`src/rtl/router_pkg.sv`:
```
// Shared types and helpers for the lookahead router input port.
package router_pkg;

    localparam int unsigned PORTS     = 4;
    localparam int unsigned FLIT_W    = 34;
    localparam int unsigned PAYLOAD_W = 32;
    localparam int unsigned HEAD_BIT  = 33;
    localparam int unsigned TAIL_BIT  = 32;
    localparam int unsigned ROUTE_LSB = 0;

    typedef struct packed {
        logic                 head;
        logic                 tail;
        logic [PAYLOAD_W-1:0] payload;
    } flit_t;

    typedef enum logic {
        IDLE   = 1'b0,
        ACTIVE = 1'b1
    } input_state_t;

    // Lookahead route must name exactly one output port.
    function automatic logic route_is_onehot(input logic [PORTS-1:0] route);
        return (route != '0) && ((route & (route - PORTS'(1))) == '0);
    endfunction

endpackage

```
`src/rtl/router_fifo.sv`:
```
// Synchronous flit FIFO; front slot is read combinationally, no write-through bypass.
module router_fifo #(
    parameter int unsigned DEPTH = 4,
    parameter int unsigned WIDTH = 34
) (
    input  logic             clk,
    input  logic             rst,
    input  logic             i_push,
    input  logic [WIDTH-1:0] i_data,
    input  logic             i_pop,
    output logic             o_full,
    output logic             o_empty,
    output logic [WIDTH-1:0] o_data
);

    localparam int unsigned PTR_W = $clog2(DEPTH);
    localparam int unsigned CNT_W = PTR_W + 1;

    logic [WIDTH-1:0] r_mem [DEPTH];
    logic [PTR_W-1:0] r_wr_ptr;
    logic [PTR_W-1:0] r_rd_ptr;
    logic [CNT_W-1:0] r_count;
    logic             w_push;
    logic             w_pop;

    assign o_full  = (r_count == CNT_W'(DEPTH));
    assign o_empty = (r_count == '0);
    assign w_push  = i_push & ~o_full;
    assign w_pop   = i_pop & ~o_empty;
    assign o_data  = r_mem[r_rd_ptr];

    always_ff @(posedge clk) begin
        if (rst) begin
            r_wr_ptr <= '0;
            r_rd_ptr <= '0;
            r_count  <= '0;
        end else begin
            if (w_push) begin
                r_wr_ptr <= r_wr_ptr + PTR_W'(1);
            end
            if (w_pop) begin
                r_rd_ptr <= r_rd_ptr + PTR_W'(1);
            end
            case ({w_push, w_pop})
                2'b10:   r_count <= r_count + CNT_W'(1);
                2'b01:   r_count <= r_count - CNT_W'(1);
                default: r_count <= r_count;
            endcase
        end
    end

    // Storage carries no reset; validity is tracked by the pointers.
    always_ff @(posedge clk) begin
        if (w_push) begin
            r_mem[r_wr_ptr] <= i_data;
        end
    end

endmodule

```
`src/rtl/router_input_unit.sv`:
```
// Router input port: buffers upstream flits, requests the lookahead output port
// for the whole packet and forwards flits on grant with head/tail lock strobes.
module router_input_unit
    import router_pkg::*;
#(
    parameter int unsigned DEPTH      = 4,
    parameter int unsigned FLIT_WIDTH = FLIT_W
) (
    input  logic                  clk,
    input  logic                  rst,
    input  logic [FLIT_WIDTH-1:0] data_in,
    input  logic                  data_in_valid,
    output logic                  data_in_ready,
    output logic [PORTS-1:0]      request,
    input  logic [PORTS-1:0]      grant,
    input  logic [PORTS-1:0]      out_ready,
    output logic [FLIT_WIDTH-1:0] data_out,
    output logic [PORTS-1:0]      data_out_valid,
    output logic                  forwarding_head,
    output logic                  forwarding_tail,
    output logic                  error
);

    input_state_t          r_state;
    input_state_t          w_state_nxt;
    logic [PORTS-1:0]      r_route;
    logic [PORTS-1:0]      w_route_nxt;
    logic                  r_error;
    logic                  w_error_nxt;

    logic                  w_full;
    logic                  w_empty;
    logic                  w_push;
    logic                  w_pop;
    logic [FLIT_WIDTH-1:0] w_front;
    logic                  w_head;
    logic                  w_tail;
    logic [PORTS-1:0]      w_front_route;
    logic                  w_route_ok;
    logic                  w_fire;
    logic [PORTS-1:0]      w_request;
    logic [PORTS-1:0]      w_dov;
    logic                  w_fwd_head;
    logic                  w_fwd_tail;

    assign w_push = data_in_valid & data_in_ready;

    router_fifo #(
        .DEPTH (DEPTH),
        .WIDTH (FLIT_WIDTH)
    ) u_fifo (
        .clk     (clk),
        .rst     (rst),
        .i_push  (w_push),
        .i_data  (data_in),
        .i_pop   (w_pop),
        .o_full  (w_full),
        .o_empty (w_empty),
        .o_data  (w_front)
    );

    assign w_head        = w_front[HEAD_BIT];
    assign w_tail        = w_front[TAIL_BIT];
    assign w_front_route = w_front[ROUTE_LSB +: PORTS];
    assign w_route_ok    = route_is_onehot(w_front_route);

    always_ff @(posedge clk) begin
        if (rst) begin
            r_state <= IDLE;
            r_route <= '0;
            r_error <= 1'b0;
        end else begin
            r_state <= w_state_nxt;
            r_route <= w_route_nxt;
            r_error <= w_error_nxt;
        end
    end

    always_comb begin
        w_state_nxt = r_state;
        w_route_nxt = r_route;
        w_error_nxt = r_error;
        w_request   = '0;
        w_fire      = 1'b0;
        w_pop       = 1'b0;
        w_dov       = '0;
        w_fwd_head  = 1'b0;
        w_fwd_tail  = 1'b0;

        case (r_state)
            IDLE: begin
                if (!w_empty) begin
                    if (w_head && w_route_ok) begin
                        w_request = w_front_route;
                        w_fire    = |(grant & w_request & out_ready);
                        if (w_fire && !w_tail) begin
                            w_state_nxt = ACTIVE;
                            w_route_nxt = w_front_route;
                        end
                    end else begin
                        // Malformed packet start: discard so the port cannot wedge.
                        w_pop       = 1'b1;
                        w_error_nxt = 1'b1;
                    end
                end
            end
            ACTIVE: begin
                // Request stays up across upstream bubbles until the tail leaves.
                w_request = r_route;
                if (!w_empty) begin
                    w_fire = |(grant & w_request & out_ready);
                    if (w_head) begin
                        w_error_nxt = 1'b1;
                    end
                    if (w_fire && w_tail) begin
                        w_state_nxt = IDLE;
                    end
                end
            end
            default: begin
                w_state_nxt = IDLE;
            end
        endcase

        // A stray head inside a packet travels as body so the arbiter lock holds.
        if (w_fire) begin
            w_pop      = 1'b1;
            w_dov      = w_request;
            w_fwd_head = w_head & (r_state == IDLE);
            w_fwd_tail = w_tail;
        end
    end

    assign data_in_ready   = ~w_full;
    assign request         = w_request;
    assign data_out        = w_front;
    assign data_out_valid  = w_dov;
    assign forwarding_head = w_fwd_head;
    assign forwarding_tail = w_fwd_tail;
    assign error           = r_error;

endmodule
```
`config.mk`:
```
export PLATFORM = sky130hd
export DESIGN_NAME = router_input_unit
export DESIGN_NICKNAME = d
export VERILOG_FILES = /design/src/rtl/router_pkg.sv /design/src/rtl/router_fifo.sv /design/src/rtl/router_input_unit.sv
export SDC_FILE = /design/constraint.sdc
export NUM_CORES = 1
export LEC_CHECK = 0
export CORE_UTILIZATION = 40
export CTS_CLUSTER_DIAMETER = 30
export DETAILED_ROUTE_END_ITERATION = 7
export GPL_ROUTABILITY_DRIVEN = 1
export PLACE_DENSITY = 0.6
export SLEW_MARGIN = 20
export SYNTH_ARGS = -nofsm -noshare
export SYNTH_HDL_FRONTEND = slang
export SYNTH_SLANG_ARGS = --single-unit
```
`constraint.sdc`:
```
create_clock -name clk -period 3.3 [get_ports clk]
set_input_delay 0.66 -clock clk [delete_from_list [all_inputs] [get_ports clk]]
set_output_delay 0.66 -clock clk [all_outputs]
set_load 0.02 [all_outputs]
```
Word level (Yosys, flattened, before mapping). Memory sizes are Yosys's and may differ from the RTL's. A register that Yosys moved wholly into a read port is not among the register bits. Index checks and enable logic that the tools add are counted.

Add/sub/neg operators: 5. Equality and inequality tests: 7. Muxes and demuxes: 30. Bitwise operators: 12. Reduce and logical (&&, ||, !) cells: 13.

Operator list (number): bitwise AND 4 bit (5); 2-to-1 mux 1 bit (20); 2-to-1 mux 4 bit (3); != test 2 bit, second input constant (4); one-hot mux 4 bit (2 select lines) (1); AND reduction 4 bit (2); OR reduction 4 bit (2); one-hot mux 1 bit (2 select lines) (3); one-hot mux 3 bit (2 select lines) (1); adder 2 x 1 -> 2 bit, second input constant (2); bitwise AND 1 bit (4); logical AND 1 bit (4); zero test 4 bit (1); 2-to-1 mux 2 bit (2); nonzero test 4 bit (1); subtractor 4 x 1 -> 4 bit, second input constant (1); adder 3 x 1 -> 3 bit, second input constant (1); == test 3 bit, second input constant (1); zero test 3 bit (1); inverter 1 bit (3); subtractor 3 x 1 -> 3 bit, second input constant (1); == test 2 x 1 -> 1 bit, second input constant (1); == test 2 bit, second input constant (1); nonzero test 2 bit (1); zero test 1 bit (1).

Register bits: 13. Memory bits (writable): 136. Input bits: 45. Output and inout port bits: 46. Word-level logic and storage cells: 74. Memories kept: 1.

Memories: u_fifo.r_mem (words 4, bits a word 34, rd ports 1, clocked after Yosys merged registers in 1, write ports 1, line router_fifo.sv:19) `logic [WIDTH-1:0] r_mem [DEPTH];`.

Logic depth before layout (Yosys ltp). Gate-level depths: netlist of the first run.

Word-level depth: 12. Gate-level depth with buffers: 10.

By module. From an unflattened synthesis of the first run, not the netlist that was laid out.

Cells, all modules: 300. Area total of the unflattened synthesis: 5970.7 µm².

By module, submodules not included: router_fifo (times used 1, cells an instance 232, area each 5442.7 µm², sequential area each 4264.1 µm²); router_input_unit (times used 1, cells an instance 68, area each 528.0 µm², sequential area each 120.1 µm²).

Worst setup path after synthesis of the first run. Ideal clock, no wire load.

Path kind: register to output. Start: reg (tool-made name). End: out data_out_valid[0]. Arrival time: 2537 ps. Path slack: 103 ps. Stages on the path, launching flop included: 8. Path buffers: 2. Path through: dfxtp_1 -> buf_6 -> mux4_2 -> nor4b_1 -> a211oi_1 -> buf_2 -> o31ai_2 -> and2_1.

RTL lines: end: declaration (line router_input_unit.sv:18) `output logic [PORTS-1:0] data_out_valid,`.

==> results.toml, run 1 <==
[run_status]
status = "finished, final reports clean"

[drt]
drc = 0
drt_iter0_drc = 200
dr.pass1.iters = 5
vias = 3209
post_drt_wl_per_cell_um = 18.89
vias_per_cell = 5.209
antenna_left = 0
finalWirelength_mm = 11.64

[placed_design]
hpwl_mm = 7.438
dp.cells = 581
port-buffer-count = 90
gp_congestion = 0.8630

[floorplan]
core_um2 = 14100
die_h_um = 123.2
start_util_pct = 41.68
die_x_um = 123.2
dieArea_um2 = 15180
ios = 91
rows = 43

[synth]
ys_seq_elements = 151
synthTopCellsByArea = "edfxtp_1, mux4_2, dfxtp_1, ha_1, and2_1"
synth-seq-area-share_pct = 74.62
synth_top_cell_area_share_pct = 69.51
synth_nets = 350
yosysMostFrequentCell = "edfxtp_1"
yosys_most_used_dff = "edfxtp_1"
synth_cell_type_count = 34
mappedNetlistArea_um2 = 5876
avgSynthCellArea_um2 = 19.65
synth_edf_count = 136
yosys_warnings = 0
yosys.area.top_type = "edfxtp_1"
synth_cells = 299
async_reset_ff_share_pct = 0
synth.top_cells.by_count = "edfxtp_1, mux4_2, dfxtp_1"

[sta]
min_period_ns = 3.285
worst_slew_pin_slew_ns = 0.7892
finalSetupViolCount = 0
fin_crit_sh_pct = 99.53
max_freq_mhz = 304.5
slew_headroom_pct = 46.98
rsz0062_at_grt = "yes"
finalSetupTns_ns = 0
hold_viol = 0
worst_clock_skew_ns = 0.007985
drv_slew = 0

[cells_and_area]
diodes = 0
fin_cells = 616
n_fill_cell = 1128
fin_nets = 474
drive_above_1_share_pct = 26.15
syn_to_final_growth_pct = 33.79

[clock_network]
postCtsHoldBufs = 0
path_clk_slew_ns = 0.06
root_buffer = "clkbuf_16"
clk_path_buf_depth = 2
cts_tree = "built"
cts.htree.levels = 4
clock-sinks = 151
clk-insertion-delay-late_ns = 0.41
cts_made_buffers = 17

[worst_setup_path]
crit_path_cell_trace = "mux4_2 -> buf_6 -> xor2_4 -> a211oi_4 -> buf_6 -> o31ai_4 -> and2_1 -> buf_6"
path_class = "flip-flop to output port"
crit_fanout = 6
critPathTopFamily = "multiplexers"
endpoint_kind = "output port"
cp.arrival_ns = 2.62
start_kind = "flip-flop"
critPathMaxStageDelay_ns = 0.59
crit_slowest_cell = "mux4_2"
crit_required_ns = 2.64
cp_common_cell = "buf_6"
cp_num_buf_inv = 3

[global_route]
grt_overflow = 0
grt_pass1_vias = 3406
antenna_found_initial = 0
track_usage_pct = 16.98
grt_first_pass_wirelength_mm = 18.29
grt_max_degree = 35

[power_and_ir_drop]
power_density_nw_per_um2 = 828.3
total_power_mw = 6.512
peakVddDrop_mv = 0.4242
power_leakage_nw = 2.640

[min_path]
worstHoldPathType = "flip-flop to flip-flop"

[job]
cap_violations = 0
report_power, final:
group	switching [mW]	internal (mW)
logic	1.13	1.06
clock network	0.691	1.25
registers	0.0799	2.30
path summary, 6_finish.rpt:
path	start	slack, ns	endpoint	cells past startpoint
worst max-delay path	flip-flop	0.02	data_out_valid[1]	8
worst min-delay path	error	0.46	error	2
worst max register to register	flip-flop	0.10	u_fifo.r_count[2]	11
worst min register to register	error	0.46	error	2
per-stage QoR:
stage	hold slack, ns	setup slack [ns]	utilization (%)	cell area (um^2)
2_1_floorplan	0.4631	0.1025	-	5876
3_5_place_dp	0.4472	-0.3276	50.59	7131
3_3_place_gp	0.4421	-0.2093	50.59	7131
5_1_grt	0.4868	-0.07807	55.77	7861
4_1_cts	0.4561	-0.01802	55.65	7845
6_report	0.4553	0.01547	55.77	7861
logic make-up (layout without fill, tap and decap cells):
family / after synthesis / in the layout / share of synthesized area [%]
DFF: 151 / 151 / 74.62
and+or+nand+nor: 52 / 52 / 4.472
muxes: 38 / 38 / 13.78
AOI/OAI and AO/OA: 31 / 31 / 3.876
buffers and inverters: 17 / 154 / 1.256
adders and majority gates: 6 / 6 / 1.405
xor gates and xnor gates: 4 / 4 / 0.5964
cell usage in the layout (no fill, tap or decap), types with 3 or more instances in the layout:
cell	instances
mux4_2	34
nor2_1	9
inv_1	6
o21ai_0	8
nand3_1	8
buf_4	24
and3_2	4
o31ai_4	4
clkinv_1	6
dfxtp_1	13
edfxtp_1	136
mux2_1	3
buf_6	7
clkbuf_16	17
clkdlybuf4s50_1	80
nand2_1	13
ha_1	5
and2_1	7
buf_2	5
bufinv_16	4
a21oi_1	9
area by class of cell:
class	instances	area (um^2)	share of cell area [%]
Multi-Input combinational cell	131	1546	19.67
Timing Repair Buffer	116	1085	13.80
Tap cell	180	225.2	2.865
Clock inverter	13	160.2	2.037
Clock buffer	19	432.9	5.507
Inverter	6	22.52	0.2865
Sequential cell	151	4389	55.83
sequential cells by signal, summed over array words and instances (netlist names), named ones only:
register,cells
r_route,4
r_state,1
u_fifo.r_wr_ptr,2
u_fifo.r_mem,136
u_fifo.r_count,3
u_fifo.r_rd_ptr,2
error,1
worst reg2reg max path, delay by kind of cell, from the launching register on:
| family | cells | cell delay (ns) |
|---|---|---|
| adder cells (fa/ha/maj) | 2 | 0.63 |
| XOR/XNOR | 1 | 0.14 |
| multiplexers | 1 | 0.60 |
| AO/OA/AOI/OAI | 3 | 0.50 |
| buffers and inverters | 2 | 0.33 |
| flip-flops | 1 | 0.39 |
| AND/OR/NAND/NOR | 2 | 0.53 |
per-layer routing:
layer	part of all wire, %	GRT usage (%)	wire length [um]
met5	0	0	0
met3	5.9	5.720	683
met2	51	27.79	5876
met4	1.0	5.873	122
met1	43	21.07	4953
repair_timing:
action | in CTS | in global routing
gates resized for setup | 66 | 5
buffers inserted | 3 | 1
setup endpoints to repair | 10 | 9
pin swaps | 4 | 2
cloned | 0 | 0
(Power assumes the default switching activity.)
==> inputs of run 2 (changes only) <==
- CTS_BUF_LIST: default -> sky130_fd_sc_hd__clkbuf_4 sky130_fd_sc_hd__clkbuf_8
- clock period: 3.3 -> 4.1 ns (I/O delays scaled with it)
==> run 2 against run 1 <==
Effect of this change: combinational power decreased by 29%; critical path depth decreased by 2; sequential power is 19% lower; sequential share of layout area up 3.4 points; clock-buffer cell count up 1; critical path type unchanged; critical endpoint is now forwarding_head.
==> results.toml, run 2 (synthesis gave the netlist of run 1 again) <==
[run_status]
status = "finished, final reports clean"

[sta]
finalSetupViolCount = 0
min_period_ns = 3.920
drv_slew = 0
worst_clock_skew_ns = 0.008123
max_freq_mhz = 255.1
finalSetupTns_ns = 0
fin_hold_ws_ns = 0.4534
worst_slew_pin_slew_ns = 0.9967
slew_headroom_pct = 33.55
rsz0062_at_grt = "no"
hold_viol = 0
fin_crit_sh_pct = 95.61

[worst_setup_path]
start_kind = "flip-flop"
worst-r2r-cell-count = 11
endpoint_kind = "output port"
crit_fanout = 9
cp.arrival_ns = 3.10
crit_path_cell_trace = "mux4_2 -> nor4b_4 -> a211oi_1 -> buf_4 -> nor4_1 -> clkdlybuf4s50_1"
critPathTopFamily = "buffers and inverters"
crit_slowest_cell = "clkdlybuf4s50_1"
path_class = "flip-flop to output port"
r2r-end = "u_fifo.r_count[2]"
cp_num_buf_inv = 2
crit_required_ns = 3.28
critPathMaxStageDelay_ns = 0.67
r2r_slack_ns = 0.75

[placed_design]
hpwl_mm = 6.768
port-buffer-count = 90
gp_congestion = 0.8866

[power_and_ir_drop]
power_density_nw_per_um2 = 601.2
peakVddDrop_mv = 0.3502
power_leakage_nw = 2.476

[job]
cap_violations = 0

[clock_network]
clk_path_buf_depth = 2
clk-insertion-delay-late_ns = 0.42
clock-sinks = 151
path_clk_slew_ns = 0.07
root_buffer = "clkbuf_8"
cts_made_buffers = 17
cts_tree = "built"
cts.htree.levels = 4

[global_route]
grt_first_pass_wirelength_mm = 17.06
grt_pass1_vias = 3228
met1_usage_pct = 18.77
grt_overflow = 0
busiest_layer = "met2"
grt_max_degree = 35
met2_usage_pct = 26.36
track_usage_pct = 15.81
antenna_found_initial = 0
gr-usage-met3_pct = 5.858

[floorplan]
core_um2 = 14100
rows = 43
ios = 91
start_util_pct = 41.68
die_x_um = 123.2
dieArea_um2 = 15180
die_h_um = 123.2

[min_path]
min_from = "error"
hold_end = "error"
whs_path_depth = 2
worstHoldPathType = "flip-flop to flip-flop"

[drt]
drc = 0
vias_per_cell = 5.129
antenna_left = 0
drt_iter0_drc = 132
post_drt_wl_per_cell_um = 18.27
vias = 3062
dr.pass1.iters = 5
finalWirelength_mm = 10.91

[cells_and_area]
final_common_cell = "edfxtp_1"
reg.largest.list = "u_fifo.r_mem x136, r_route x4, u_fifo.r_count x3"
drive_above_1_share_pct = 20.14
syn_to_final_growth_pct = 26.11
largest_reg_flops = 136
largest_register = "u_fifo.r_mem"
fin_nets = 457
mostFrequentLayoutCells = "edfxtp_1, clkdlybuf4s50_1, mux4_2"
diodes = 0
-- run 2: worst max path at each step --
stage	end	slack, ns	cells after the start
2_1_floorplan	data_out_valid[0]	0.74	7
3_3_place_gp	data_out_valid[0]	0.35	7
3_5_place_dp	data_out_valid[1]	0.32	7
4_1_cts	data_out_valid[0]	0.02	7
5_1_grt	request[0]	0.05	6
6_report	forwarding_head	0.18	6
-- run 2: metal layers --
layer,routed length (um),part of all wire [%]
met1,4481,41
met2,5507,50
met3,790,7.2
met4,131,1.2
met5,0,0
-- run 2: final cells by class --
type                            instances  area, um^2
Inverter                                6       22.52
Clock buffer                           20       256.5
Multi-Input combinational cell        131        1453
Timing Repair Buffer                   99       980.9
Sequential cell                       151        4389
Clock inverter                         10       82.58
Fill cell                            1153        6686
Tap cell                              180       225.2
-- run 2: worst register-to-register path: cells and delay by family, from the launching register on --
family,cells,cell delay (ns)
buffers and inverters,2,0.31
and+or+nand+nor,2,0.62
AOI/OAI and AO/OA,3,0.57
DFF,1,0.42
adders and majority gates,2,0.62
xor gates and xnor gates,1,0.14
muxes,1,0.61
-- run 2: where the power goes --
part / switching [mW] / internal [mW] / total, mW
Clock: 0.498 / 0.485 / 0.983
Sequential: 0.0679 / 1.85 / 1.92
Combinational: 0.810 / 0.739 / 1.55
Total: 1.38 / 3.08 / 4.45
-- run 2: what timing repair did --
item / 4_1_cts / 5_1_grt
gates cloned: 0 / 0
setup endpoints to repair: 7 / 8
hold buffers: 0 / 0
buffers inserted: 4 / 1
pin swaps: 1 / 0
gates resized for setup: 2 / 8
-- run 2: through the flow --
step	cells	setup WS (ns)	area (um^2)	power (mW)	utilization (%)
final	597	0.1801	7410	4.454	52.57
after global routing	597	0.04984	7410	4.696	52.57
after CTS	596	0.02373	7370	4.499	52.28
after detailed placement	562	0.3155	6988	3.477	49.57
after global placement	562	0.3511	6988	3.460	49.57
after floorplan	299	0.7425	5876	2.876	-
